### src/rtl/mem_arbiter_pkg.sv
// Shared types for the two-port memory arbiter.
// Latency: n/a (types and constants only).
// Backpressure: n/a.
// Contents: ADDR_W/DATA_W, port id enum, packed command struct, command builder.
package mem_arb_pkg;

  localparam int ADDR_W = 7;  // 128 words
  localparam int DATA_W = 8;

  typedef enum logic {
    PORT_A = 1'b0,
    PORT_B = 1'b1
  } port_e;

  typedef struct packed {
    logic              we;
    logic [ADDR_W-1:0] addr;
    logic [DATA_W-1:0] wdata;
  } cmd_t;

  function automatic cmd_t mk_cmd(input logic we,
                                  input logic [ADDR_W-1:0] addr,
                                  input logic [DATA_W-1:0] wdata);
    cmd_t c;
    c.we    = we;
    c.addr  = addr;
    c.wdata = wdata;
    return c;
  endfunction

endpackage

### src/rtl/mem_arbiter_if.sv
// Bundle of requester A/B command+return signals and the memory pins.
// Latency: n/a (wires only).
// Backpressure: requests are held by the clients until the matching gnt.
// Modports: master = arbiter side (drives gnt/rvalid/rdata and memory controls),
//           slave  = environment side (clients plus the memory instance).
interface mem_arbiter_if;
  import mem_arb_pkg::*;

  logic              a_req;
  logic              a_we;
  logic [ADDR_W-1:0] a_addr;
  logic [DATA_W-1:0] a_wdata;
  logic              a_gnt;
  logic              a_rvalid;
  logic [DATA_W-1:0] a_rdata;

  logic              b_req;
  logic              b_we;
  logic [ADDR_W-1:0] b_addr;
  logic [DATA_W-1:0] b_wdata;
  logic              b_gnt;
  logic              b_rvalid;
  logic [DATA_W-1:0] b_rdata;

  logic              mem_ren;
  logic              mem_wen;
  logic [ADDR_W-1:0] mem_addr;
  logic [DATA_W-1:0] mem_din;
  logic [DATA_W-1:0] mem_dout;

  modport master (
    input  a_req, a_we, a_addr, a_wdata,
    output a_gnt, a_rvalid, a_rdata,
    input  b_req, b_we, b_addr, b_wdata,
    output b_gnt, b_rvalid, b_rdata,
    output mem_ren, mem_wen, mem_addr, mem_din,
    input  mem_dout
  );

  modport slave (
    output a_req, a_we, a_addr, a_wdata,
    input  a_gnt, a_rvalid, a_rdata,
    output b_req, b_we, b_addr, b_wdata,
    input  b_gnt, b_rvalid, b_rdata,
    input  mem_ren, mem_wen, mem_addr, mem_din,
    output mem_dout
  );

endinterface

### src/rtl/mem_arbiter_rr_pick2.sv
// Two-request round-robin picker; remembers the last granted port.
// Latency: grants are combinational from the requests; history updates on the edge.
// Backpressure: a losing requester keeps its request and wins the next tie.
// Ports: i_clk, i_rst (sync, active-high), i_req_a/i_req_b in, o_gnt_a/o_gnt_b out.
module rr_pick2
  import mem_arb_pkg::*;
(
  input  logic i_clk,
  input  logic i_rst,
  input  logic i_req_a,
  input  logic i_req_b,
  output logic o_gnt_a,
  output logic o_gnt_b
);

  port_e r_last;

  always_comb begin
    o_gnt_a = 1'b0;
    o_gnt_b = 1'b0;
    if (!i_rst) begin
      if (i_req_a && i_req_b) begin
        // On a tie the port that won last time yields.
        if (r_last == PORT_A) o_gnt_b = 1'b1;
        else                  o_gnt_a = 1'b1;
      end else begin
        o_gnt_a = i_req_a;
        o_gnt_b = i_req_b;
      end
    end
  end

  // Reset to B so that A wins the first tie after reset.
  always_ff @(posedge i_clk) begin
    if (i_rst)        r_last <= PORT_B;
    else if (o_gnt_a) r_last <= PORT_A;
    else if (o_gnt_b) r_last <= PORT_B;
  end

endmodule

### src/rtl/mem_arbiter.sv
// Round-robin arbiter sharing one 128x8 sync single-port memory between ports A and B.
// Latency: gnt in n (comb), memory command in n+1, read data/rvalid on the issuing port in n+2.
// Backpressure: a loser holds req until gnt; one command accepted per cycle, no bubbles.
// Ports: clk, rst (sync, active-high), bus (mem_arbiter_if.master: A/B requesters + memory pins).
module mem_arbiter
  import mem_arb_pkg::*;
(
  input  logic          clk,
  input  logic          rst,
  mem_arbiter_if.master bus
);

  logic              w_gnt_a;
  logic              w_gnt_b;
  logic              w_any_gnt;
  cmd_t              w_cmd;

  logic              r_ren;
  logic              r_wen;
  logic [ADDR_W-1:0] r_addr;
  logic [DATA_W-1:0] r_din;

  // Return tag pipeline: stage 1 travels with the memory command, stage 2
  // lines up with the registered memory output.
  logic              r_s1_vld;
  port_e             r_s1_port;
  logic              r_s2_vld;
  port_e             r_s2_port;

  logic              w_a_rvld;
  logic              w_b_rvld;

  rr_pick2 u_pick (
    .i_clk   (clk),
    .i_rst   (rst),
    .i_req_a (bus.a_req),
    .i_req_b (bus.b_req),
    .o_gnt_a (w_gnt_a),
    .o_gnt_b (w_gnt_b)
  );

  assign w_any_gnt = w_gnt_a | w_gnt_b;

  always_comb begin
    w_cmd = '0;
    if (w_gnt_a)      w_cmd = mk_cmd(bus.a_we, bus.a_addr, bus.a_wdata);
    else if (w_gnt_b) w_cmd = mk_cmd(bus.b_we, bus.b_addr, bus.b_wdata);
  end

  // Command register: idles to all-zero when nothing is granted. ren and wen
  // are derived from a single we bit, so they can never both be high.
  always_ff @(posedge clk) begin
    if (rst) begin
      r_ren  <= 1'b0;
      r_wen  <= 1'b0;
      r_addr <= '0;
      r_din  <= '0;
    end else if (w_any_gnt) begin
      r_ren  <= ~w_cmd.we;
      r_wen  <= w_cmd.we;
      r_addr <= w_cmd.addr;
      r_din  <= w_cmd.we ? w_cmd.wdata : '0;
    end else begin
      r_ren  <= 1'b0;
      r_wen  <= 1'b0;
      r_addr <= '0;
      r_din  <= '0;
    end
  end

  // Reset clears both stages, which drops any read still in flight.
  always_ff @(posedge clk) begin
    if (rst) begin
      r_s1_vld  <= 1'b0;
      r_s1_port <= PORT_A;
      r_s2_vld  <= 1'b0;
      r_s2_port <= PORT_A;
    end else begin
      r_s1_vld  <= w_any_gnt & ~w_cmd.we;
      r_s1_port <= w_gnt_b ? PORT_B : PORT_A;
      r_s2_vld  <= r_s1_vld;
      r_s2_port <= r_s1_port;
    end
  end

  assign w_a_rvld = r_s2_vld && (r_s2_port == PORT_A);
  assign w_b_rvld = r_s2_vld && (r_s2_port == PORT_B);

  assign bus.a_gnt    = w_gnt_a;
  assign bus.b_gnt    = w_gnt_b;
  assign bus.a_rvalid = w_a_rvld;
  assign bus.b_rvalid = w_b_rvld;
  // Memory output is only forwarded to the tagged port; stale dout never leaks.
  assign bus.a_rdata  = w_a_rvld ? bus.mem_dout : '0;
  assign bus.b_rdata  = w_b_rvld ? bus.mem_dout : '0;

  assign bus.mem_ren  = r_ren;
  assign bus.mem_wen  = r_wen;
  assign bus.mem_addr = r_addr;
  assign bus.mem_din  = r_din;

endmodule
### src/flat_wrapper.sv
// flat-port wrapper written by rule: the top's interface ports become plain ports
module mem_arbiter_flat import mem_arb_pkg::*;
  (clk, rst, bus_a_req, bus_a_we, bus_a_addr, bus_a_wdata, bus_a_gnt, bus_a_rvalid, bus_a_rdata, bus_b_req, bus_b_we, bus_b_addr, bus_b_wdata, bus_b_gnt, bus_b_rvalid, bus_b_rdata, bus_mem_ren, bus_mem_wen, bus_mem_addr, bus_mem_din, bus_mem_dout);
  mem_arbiter_if bus_i ();
  input  logic clk;
  input  logic rst;
  input wire logic [$bits(bus_i.a_req)-1:0] bus_a_req;
  input wire logic [$bits(bus_i.a_we)-1:0] bus_a_we;
  input wire logic [$bits(bus_i.a_addr)-1:0] bus_a_addr;
  input wire logic [$bits(bus_i.a_wdata)-1:0] bus_a_wdata;
  output wire logic [$bits(bus_i.a_gnt)-1:0] bus_a_gnt;
  output wire logic [$bits(bus_i.a_rvalid)-1:0] bus_a_rvalid;
  output wire logic [$bits(bus_i.a_rdata)-1:0] bus_a_rdata;
  input wire logic [$bits(bus_i.b_req)-1:0] bus_b_req;
  input wire logic [$bits(bus_i.b_we)-1:0] bus_b_we;
  input wire logic [$bits(bus_i.b_addr)-1:0] bus_b_addr;
  input wire logic [$bits(bus_i.b_wdata)-1:0] bus_b_wdata;
  output wire logic [$bits(bus_i.b_gnt)-1:0] bus_b_gnt;
  output wire logic [$bits(bus_i.b_rvalid)-1:0] bus_b_rvalid;
  output wire logic [$bits(bus_i.b_rdata)-1:0] bus_b_rdata;
  output wire logic [$bits(bus_i.mem_ren)-1:0] bus_mem_ren;
  output wire logic [$bits(bus_i.mem_wen)-1:0] bus_mem_wen;
  output wire logic [$bits(bus_i.mem_addr)-1:0] bus_mem_addr;
  output wire logic [$bits(bus_i.mem_din)-1:0] bus_mem_din;
  input wire logic [$bits(bus_i.mem_dout)-1:0] bus_mem_dout;
  assign bus_i.a_req = bus_a_req;
  assign bus_i.a_we = bus_a_we;
  assign bus_i.a_addr = bus_a_addr;
  assign bus_i.a_wdata = bus_a_wdata;
  assign bus_a_gnt = bus_i.a_gnt;
  assign bus_a_rvalid = bus_i.a_rvalid;
  assign bus_a_rdata = bus_i.a_rdata;
  assign bus_i.b_req = bus_b_req;
  assign bus_i.b_we = bus_b_we;
  assign bus_i.b_addr = bus_b_addr;
  assign bus_i.b_wdata = bus_b_wdata;
  assign bus_b_gnt = bus_i.b_gnt;
  assign bus_b_rvalid = bus_i.b_rvalid;
  assign bus_b_rdata = bus_i.b_rdata;
  assign bus_mem_ren = bus_i.mem_ren;
  assign bus_mem_wen = bus_i.mem_wen;
  assign bus_mem_addr = bus_i.mem_addr;
  assign bus_mem_din = bus_i.mem_din;
  assign bus_i.mem_dout = bus_mem_dout;
  mem_arbiter u_core (.clk(clk), .rst(rst), .bus(bus_i));
endmodule
### config.mk
export PLATFORM = sky130hd
export DESIGN_NAME = mem_arbiter_flat
export DESIGN_NICKNAME = d
export VERILOG_FILES = /design/src/rtl/mem_arbiter_pkg.sv /design/src/rtl/mem_arbiter_if.sv /design/src/rtl/mem_arbiter_rr_pick2.sv /design/src/rtl/mem_arbiter.sv /design/src/flat_wrapper.sv
export SDC_FILE = /design/constraint.sdc
export NUM_CORES = 1
export LEC_CHECK = 0
export ABC_AREA = 1
export CORE_UTILIZATION = 34
export CTS_CLUSTER_DIAMETER = 50
export DETAILED_ROUTE_END_ITERATION = 10
export MAX_ROUTING_LAYER = met4
export PLACE_DENSITY = 0.95
export RECOVER_POWER = 50
export SYNTH_ARGS = -nofsm -noshare
export SYNTH_HDL_FRONTEND = slang
export SYNTH_SLANG_ARGS = --single-unit
### constraint.sdc
create_clock -name clk -period 3.65 [get_ports clk]
set_clock_uncertainty 0.2 [all_clocks]
set_input_delay 0.73 -clock clk [delete_from_list [all_inputs] [get_ports clk]]
set_output_delay 0.73 -clock clk [all_outputs]
set_load 0.03 [all_outputs]
==> results of run 1 <==
[worst max-delay path, stage by stage]
cell             delay, ns
clkdlybuf4s50_1       0.46
nand2_1               0.28
nand3_1               0.16
inv_2                 0.16
clkdlybuf4s50_1       0.69
[layout by cell type, fill, tap and decap left out, drive strengths merged]
cell,n
bufinv,1
nand2,41
nor2,23
and2,1
clkbuf,4
buf,3
o21ai,1
clkdlybuf4s50,71
inv,26
dfxtp,22
nand3,10
nor3,1
nand4,9
dlygate4sd3,8
[cell families after synthesis]
kind of cell | after synthesis
and+or+nand+nor | 85
DFF | 22
AOI/OAI and AO/OA | 1
buffers and inverters | 30
[sequential cells by signal, indices dropped and copies added, names as in the netlist]
signal / count
u_core.bus.mem_addr: 7
u_core.bus.mem_din: 8
u_core.bus.mem_ren: 1
u_core.bus.mem_wen: 1
u_core.r_s1_port: 1
u_core.r_s1_vld: 1
u_core.r_s2_port: 1
u_core.r_s2_vld: 1
u_core.u_pick.r_last: 1
[cell type report]
type / instances / area, um^2 / area share
sequential: 22 / 440 / 0.242
timing repair buffer: 83 / 817 / 0.449
clock inverter: 1 / 30.0 / 0.0165
multi-input combinational: 86 / 373 / 0.205
tap: 30 / 37.5 / 0.0206
clock buffer: 3 / 22.5 / 0.0124
inverter: 26 / 97.6 / 0.0537
[power groups by stage]
stage / sequential (W) / clock, W / combinational, W
final: 0.000256 / 0.000178 / 0.000147
after global routing: 0.000257 / 0.000195 / 0.000159
after detailed placement: 0.000262 / 0 / 0.000150
after floorplan: 0.000281 / 0 / 0.0000492
after global placement: 0.000262 / 0 / 0.000148
after CTS: 0.000257 / 0.000183 / 0.000151
[routing by layer]
metal / up-vias / wire [um] / share of wire
li1: 579 / - / -
met1: 502 / 992 / 0.39
met2: 69 / 1250 / 0.49
met3: 4 / 286 / 0.11
met4: 0 / 41 / 0.016
met5: - / 0 / 0
[through the flow]
| step | power, W | instance area [um^2] | hold WS (ns) | cells | utilization |
|---|---|---|---|---|---|
| 2_1_floorplan | 0.000330 | 956 | 0.188 | 138 | - |
| 3_3_place_gp | 0.000410 | 1780 | 0.198 | 247 | 0.693 |
| 3_5_place_dp | 0.000412 | 1780 | 0.200 | 247 | 0.693 |
| 4_1_cts | 0.000591 | 1830 | 0.202 | 251 | 0.713 |
| 5_1_grt | 0.000612 | 1820 | 0.227 | 251 | 0.708 |
| 6_report | 0.000581 | 1820 | 0.200 | 251 | 0.708 |
[worst min-delay path by stage]
stage                     startpoint               end  slack (ns)  cells after the start
global route         u_core.r_s1_vld   u_core.r_s2_vld        0.23                      2
global placement    u_core.r_s1_port  u_core.r_s2_port        0.20                      2
finish              u_core.r_s1_port  u_core.r_s2_port        0.20                      2
detailed placement  u_core.r_s1_port  u_core.r_s2_port        0.20                      2
CTS                 u_core.r_s1_port  u_core.r_s2_port        0.20                      2
floorplan           u_core.r_s1_port  u_core.r_s2_port        0.19                      2
==> flow_summary.yaml, run 1 <==
global_route:
  grt_max_degree: 14
  grt_use_total: 0.183
  grt_antenna_before_repair: 0
  grtUsageMet1: 0.194
  grt_pass1_vias: 948
  grt_first_pass_wirelength_um: 3820
  gr-total-overflow: 0
  busiest_layer: "met2"
  grt.met3_usage: 0.0464
  gr-usage-met2: 0.327
run_status:
  outcome: "completed"
worst_setup_path:
  r2r-start: "u_core.u_pick.r_last"
  endpoint: "bus_b_gnt"
  critical_path_class: "in2out"
  cp-start-kind: "input port"
  cp.required_ns: 2.72
  r2r_cells: 5
  rrSetupSlack_ns: 2.17
  critPathCaptureType: "output pin"
  cp.arrival_ns: 2.49
  setup.worst_path.start: "bus_a_req"
  r2r_end: "u_core.bus.mem_addr[1]"
  worst-path-max-fanout: 10
min_path:
  hp-class: "reg2reg"
synthesis:
  ys.flop_type: "dfxtp_1"
  synthSimpleGateAreaFrac: 0.395
  synth.mux.area_fraction: 0
  ys_async_sr_fraction: 0
  syn_avg_cell_area_um2: 6.93
  syn_inst: 138
  yosys-top-cells-count: "nand2_1 (38), inv_1 (24), dfxtp_1 (22), nor2_1 (22)"
  synth_top_family_by_area: "simple AND/OR/NAND/NOR gates"
  synth_compound_area_frac: 0.00524
  ys_warn_count: 0
  yosysMostFrequentCell: "nand2_1"
  yosys.area.top_type: "dfxtp_1"
  yosysUniqueCellTypes: 16
  synth_seq_cells: 22
  synth-xor-area-share: 0
  netlist_top_cells_area: "dfxtp_1 (46%), nand2_1 (15%), inv_1 (9.4%), nor2_1 (8.6%), nand4_1 (5.9%)"
  synth_nets: 182
  synth.cell_area_um2: 956
  ys_seq_area_frac: 0.461
  netlist.area_leader.share: 0.461
  synthAdderAreaFrac: 0
  synth-edff-count: 0
floorplanning:
  core_mm2: 0.00257
  start_util: 0.372
  io-pin-count: 81
  die_w_um: 55.0
  die_h_um: 55.0
  rows: 18
  die_area_mm2: 0.00303
flow_run:
  cap_violations: 0
final_layout:
  drive_gt1_frac: 0.0498
  n_fill_cell: 213
  nNetsFinal: 266
  diodes: 0
  area_delta_synth_final_pct: 90.2
pwr:
  p_leak_nw: 0.907
  pwr-share-comb: 0.253
  power_switching_share: 0.247
  intPower_w: 0.000438
  vdd_drop_max_v: 0.000394
  powerDensity_mw_per_mm2: 320
  power_frac_clock: 0.306
  power_switching_w: 0.000143
  p_seq_frac: 0.441
sta:
  hold_violations: 0
  grt_setup_unrepaired: "false"
  period_minus_slack_ns: 3.42
  maxSlewHeadroom: 0.686
  timing.fmax_mhz: 293
  tightest_slew_ns: 0.470
  drv_slew: 0
  finalSetupViolations: 0
  worst_slack_ns: 0.234
  fin_setup_tns_ns: 0
  finalCritPeriodShare: 0.936
place:
  gp_congestion: 0.838
  place_ws_ns: 0.373
  port_buffers: 80
  hpwl_um: 2120
routing:
  drt-total-wl_um: 2570
  ant_nets: 0
  drt_drc_violations_left: 0
  first_pass_iters: 4
  drt_iter0_markers: 15
  vias: 1154
  viasPerCell: 4.60
  routedWlPerCell_um: 10.2
clock_network:
  cts_resized: 0
  ctsHoldBuffers: 0
  numCtsBuffers: 3
  clk_pin_slew_ns: 0.12
  clk_latency_ns: 0.29
  cts_tree: "built"
  cts_root_buf: "clkbuf_4"
  h-tree-depth: 1
  clk_path_buf_depth: 2
  cts_setup_buffers: 0
  cts.sink_count: 22
Power figures use the tool's default switching activity.
==> run 2: changes to the inputs <==
--- a/config.mk
+++ b/config.mk
@@ -8,7 +8,9 @@
 export ABC_AREA = 1
 export CORE_UTILIZATION = 34
 export CTS_CLUSTER_DIAMETER = 50
+export CTS_CLUSTER_SIZE = 10
 export DETAILED_ROUTE_END_ITERATION = 10
+export GPL_TIMING_DRIVEN = 0
 export MAX_ROUTING_LAYER = met4
 export PLACE_DENSITY = 0.95
 export RECOVER_POWER = 50
==> flow_summary.yaml, run 2 (synthesis results as in run 1) <==
routing:
  routedWlPerCell_um: 9.91
  first_pass_iters: 4
  vias: 1128
  drt_iter0_markers: 13
  viasPerCell: 4.48
  drt_drc_violations_left: 0
  ant_nets: 0
  drt-total-wl_um: 2500
sta:
  finalCritPeriodShare: 0.950
  drv_slew: 0
  whs_ns: 0.203
  grt_setup_unrepaired: "false"
  tightest_slew_ns: 0.402
  hold_violations: 0
  period_minus_slack_ns: 3.47
  timing.fmax_mhz: 288
  fin_setup_tns_ns: 0
  finalSetupViolations: 0
  maxSlewHeadroom: 0.732
clock_network:
  cts_setup_buffers: 0
  cts_root_buf: "clkbuf_4"
  cts_tree: "built"
  clk_latency_ns: 0.30
  clk_path_buf_depth: 2
  cts.sink_count: 22
  cts_resized: 0
  ctsHoldBuffers: 0
  clk_pin_slew_ns: 0.12
  h-tree-depth: 1
  numCtsBuffers: 3
pwr:
  power_frac_clock: 0.241
  p_leak_nw: 0.907
  powerDensity_mw_per_mm2: 294
  p_seq_frac: 0.480
  power_switching_share: 0.269
  pwr-share-comb: 0.279
  power_switching_w: 0.000144
  intPower_w: 0.000390
  vdd_drop_max_v: 0.000365
place:
  hpwl_um: 2060
  dpl_cell_area_mm2: 0.00179
  gp_congestion: 0.832
  port_buffers: 80
worst_setup_path:
  worst-path-max-fanout: 10
  cp_top_family: "buffers and inverters"
  cp.required_ns: 2.72
  r2r_cells: 7
  crit_cells: 5
  critical_path_class: "in2out"
  cp_common_cell: "clkdlybuf4s50_1"
  cp-start-kind: "input port"
  critPathSlowestCell: "clkdlybuf4s50_1"
  setup.worst_path.start: "rst"
  critPathCaptureType: "output pin"
  r2r-start: "u_core.u_pick.r_last"
  crit_chain: "clkdlybuf4s50_1 > nor2_4 > and2_0 > buf_6 > clkdlybuf4s50_1"
  slowest_delay_ns: 0.67
  cp.arrival_ns: 2.54
  r2r_end: "u_core.bus.mem_din[2]"
  cp.buffers_inverters: 3
  rrSetupSlack_ns: 2.09
floorplanning:
  start_util: 0.372
  die_h_um: 55.0
  io-pin-count: 81
  core_mm2: 0.00257
  rows: 18
  die_w_um: 55.0
  die_area_mm2: 0.00303
global_route:
  grt_use_total: 0.167
  grt_first_pass_wirelength_um: 3490
  grt_antenna_before_repair: 0
  grt_pass1_vias: 863
  gr-total-overflow: 0
  grt_max_degree: 13
final_layout:
  n_fill_cell: 202
  design_area_mm2: 0.00182
  drive_gt1_frac: 0.0586
  regArea_um2: 440
  nNetsFinal: 267
  final_common_cell: "clkdlybuf4s50_1"
  area_delta_synth_final_pct: 90.2
  layout_common_cells: "clkdlybuf4s50_1 (73), nand2_1 (38), inv_1 (24)"
  diodes: 0
  multi_input_area_um2: 378
  largest_reg_flops: 8
flow_run:
  cap_violations: 0
min_path:
  hold_depth: 2
  worstHoldEndpoint: "u_core.r_s2_port"
  hold_path_startpoint: "u_core.r_s1_port"
  hp-class: "reg2reg"
run_status:
  outcome: "completed"
==> run 2: power by group through the flow <==
stage | Clock (W) | Combinational, W | Sequential, W
floorplan | 0 | 0.0000492 | 0.000281
global placement | 0 | 0.000150 | 0.000262
finish | 0.000129 | 0.000149 | 0.000256
global route | 0.000144 | 0.000161 | 0.000258
detailed placement | 0 | 0.000153 | 0.000262
CTS | 0.000136 | 0.000153 | 0.000257
==> run 2: final cells by class <==
| cell class | instances | share of cell area |
|---|---|---|
| Sequential cell | 22 | 0.242 |
| Buffer | 4 | 0.0151 |
| Tap cell | 30 | 0.0206 |
| Inverter | 26 | 0.0537 |
| Clock buffer | 4 | 0.0200 |
| Timing Repair Buffer | 80 | 0.440 |
| Multi-Input combinational cell | 86 | 0.208 |
==> run 2: layer usage <==
| layer | global-route usage | part of all wire | up-vias |
|---|---|---|---|
| li1 | - | - | 587 |
| met1 | 0.170 | 0.37 | 484 |
| met2 | 0.309 | 0.51 | 55 |
| met3 | 0.0410 | 0.11 | 2 |
| met4 | 0.0542 | 0.011 | 0 |
| met5 | - | 0 | - |
==> run 2: worst reg2reg max path, stage by stage (launching register included) <==
cell and delay, ns:
dfxtp_1 0.39, inv_1 0.06, nand2_2 0.16, nand3_1 0.12
nand2_2 0.08, clkbuf_1 0.33, nand2_1 0.11, inv_1 0.07
==> run 2: how the worst max path moves through the flow <==
stage / endpoint / slack (ns)
final: bus_a_gnt / 0.18
after global routing: bus_b_gnt / 0.08
after CTS: bus_a_gnt / 0.17
after detailed placement: bus_a_gnt / 0.18
after global placement: bus_a_gnt / 0.18
after floorplan: bus_a_rdata[0] / 1.26
==> run 2: metrics by stage <==
stage	power, W	utilization	setup slack, ns	cells
detailed placement	0.000415	0.699	0.182	248
finish	0.000534	0.708	0.182	252
floorplan	0.000330	-	1.26	138
global placement	0.000412	0.699	0.179	248
global route	0.000562	0.708	0.0763	252
CTS	0.000546	0.713	0.173	252
==> run 3: changes to the inputs <==
--- a/config.mk
+++ b/config.mk
@@ -11,7 +11,6 @@
 export CTS_CLUSTER_SIZE = 10
 export DETAILED_ROUTE_END_ITERATION = 10
 export GPL_TIMING_DRIVEN = 0
-export MAX_ROUTING_LAYER = met4
 export PLACE_DENSITY = 0.95
 export RECOVER_POWER = 50
 export SYNTH_ARGS = -nofsm -noshare
==> flow_summary.yaml, run 3 (synthesis results as in run 1) <==
run_status:
  outcome: "completed"
clock_network:
  cts.sink_count: 22
  cts_resized: 0
  ctsHoldBuffers: 0
  clk_latency_ns: 0.30
  numCtsBuffers: 3
  cts_tree: "built"
  cts_setup_buffers: 0
  h-tree-depth: 1
  clk_path_buf_depth: 2
  clk_pin_slew_ns: 0.12
  cts_root_buf: "clkbuf_4"
routing:
  vias: 1129
  drt_iter0_markers: 12
  routedWlPerCell_um: 9.91
  drt_drc_violations_left: 0
  viasPerCell: 4.48
  first_pass_iters: 4
  ant_nets: 0
  drt-total-wl_um: 2500
worst_setup_path:
  rrSetupSlack_ns: 2.09
  cp.arrival_ns: 2.54
  r2r_cells: 7
  cp-start-kind: "input port"
  r2r-start: "u_core.u_pick.r_last"
  worst-path-max-fanout: 10
  cp.required_ns: 2.72
  critical_path_class: "in2out"
  critPathCaptureType: "output pin"
  r2r_end: "u_core.bus.mem_din[2]"
sta:
  grt_setup_unrepaired: "false"
  worst_slack_ns: 0.181
  tightest_slew_ns: 0.401
  finalCritPeriodShare: 0.950
  maxSlewHeadroom: 0.733
  timing.fmax_mhz: 288
  hold_violations: 0
  period_minus_slack_ns: 3.47
  drv_slew: 0
  finalSetupViolations: 0
  fin_setup_tns_ns: 0
final_layout:
  diodes: 0
  largest_reg_flops: 8
  fin_cells: 252
  drive_gt1_frac: 0.0586
  nNetsFinal: 267
  final_common_cell: "clkdlybuf4s50_1"
  layout_common_cells: "clkdlybuf4s50_1 (73), nand2_1 (38), inv_1 (24)"
  area_delta_synth_final_pct: 90.2
place:
  port_buffers: 80
  gp_congestion: 0.820
  hpwl_um: 2060
  dp_cells: 248
  place_ws_ns: 0.182
global_route:
  grt_use_total: 0.162
  grt_first_pass_wirelength_um: 3490
  gr-usage-met2: 0.309
  grt_max_degree: 13
  grt_pass1_vias: 863
  gr-total-overflow: 0
  busiest_layer: "met2"
  grtUsageMet1: 0.163
  grt_antenna_before_repair: 0
  grt.met3_usage: 0.0519
floorplanning:
  die_w_um: 55.0
  core_mm2: 0.00257
  die_h_um: 55.0
  die_area_mm2: 0.00303
  io-pin-count: 81
  rows: 18
  start_util: 0.372
flow_run:
  cap_violations: 0
min_path:
  hp-class: "reg2reg"
  hold_path_startpoint: "u_core.r_s1_port"
  worstHoldEndpoint: "u_core.r_s2_port"
  hold_depth: 2
pwr:
  powerDensity_mw_per_mm2: 294
  p_leak_nw: 0.907
  vdd_drop_max_v: 0.000365
==> run 3: metal layers <==
| layer | vias to the layer above | routed length (um) |
|---|---|---|
| met1 | 485 | 898 |
| met5 | - | 0 |
| met3 | 2 | 290 |
| li1 | 587 | - |
| met2 | 55 | 1280 |
| met4 | 0 | 27 |
==> run 3: how the worst max path moves through the flow <==
stage                    startpoint             end  slack [ns]
finish                          rst       bus_a_gnt        0.18
global route                    rst       bus_b_gnt        0.08
global placement                rst       bus_a_gnt        0.18
CTS                             rst       bus_a_gnt        0.17
floorplan           u_core.r_s2_vld  bus_a_rdata[0]        1.26
detailed placement              rst       bus_a_gnt        0.18
==> run 3: power by group <==
part	leakage (nW)	total, W	internal [W]	switching, W
registers	0.181	0.000256	0.000253	0.00000360
logic	0.705	0.000149	0.0000766	0.0000722
clock network	0.0210	0.000129	0.0000608	0.0000680
==> run 3: through the flow <==
step                       util  hold WS [ns]  area [um^2]  total power [W]
after floorplan               -         0.188          956         0.000330
after global placement    0.699         0.192         1790         0.000412
after detailed placement  0.699         0.199         1790         0.000415
after CTS                 0.713         0.209         1830         0.000546
after global routing      0.708         0.226         1820         0.000562
final                     0.708         0.204         1820         0.000534
==> run 3: final cells by class <==
| cell class | instances | area [um^2] |
|---|---|---|
| multi-input combinational | 86 | 378 |
| sequential | 22 | 440 |
| fill | 202 | 749 |
| clock buffer | 4 | 36.3 |
| buffer | 4 | 27.5 |
| tap | 30 | 37.5 |
| timing repair buffer | 80 | 801 |
| inverter | 26 | 97.6 |
==> run 3: worst max-delay path: stages <==
cell and delay, ns:
clkdlybuf4s50_1 0.53, nor2_4 0.28, and2_0 0.19, buf_6 0.13, clkdlybuf4s50_1 0.67
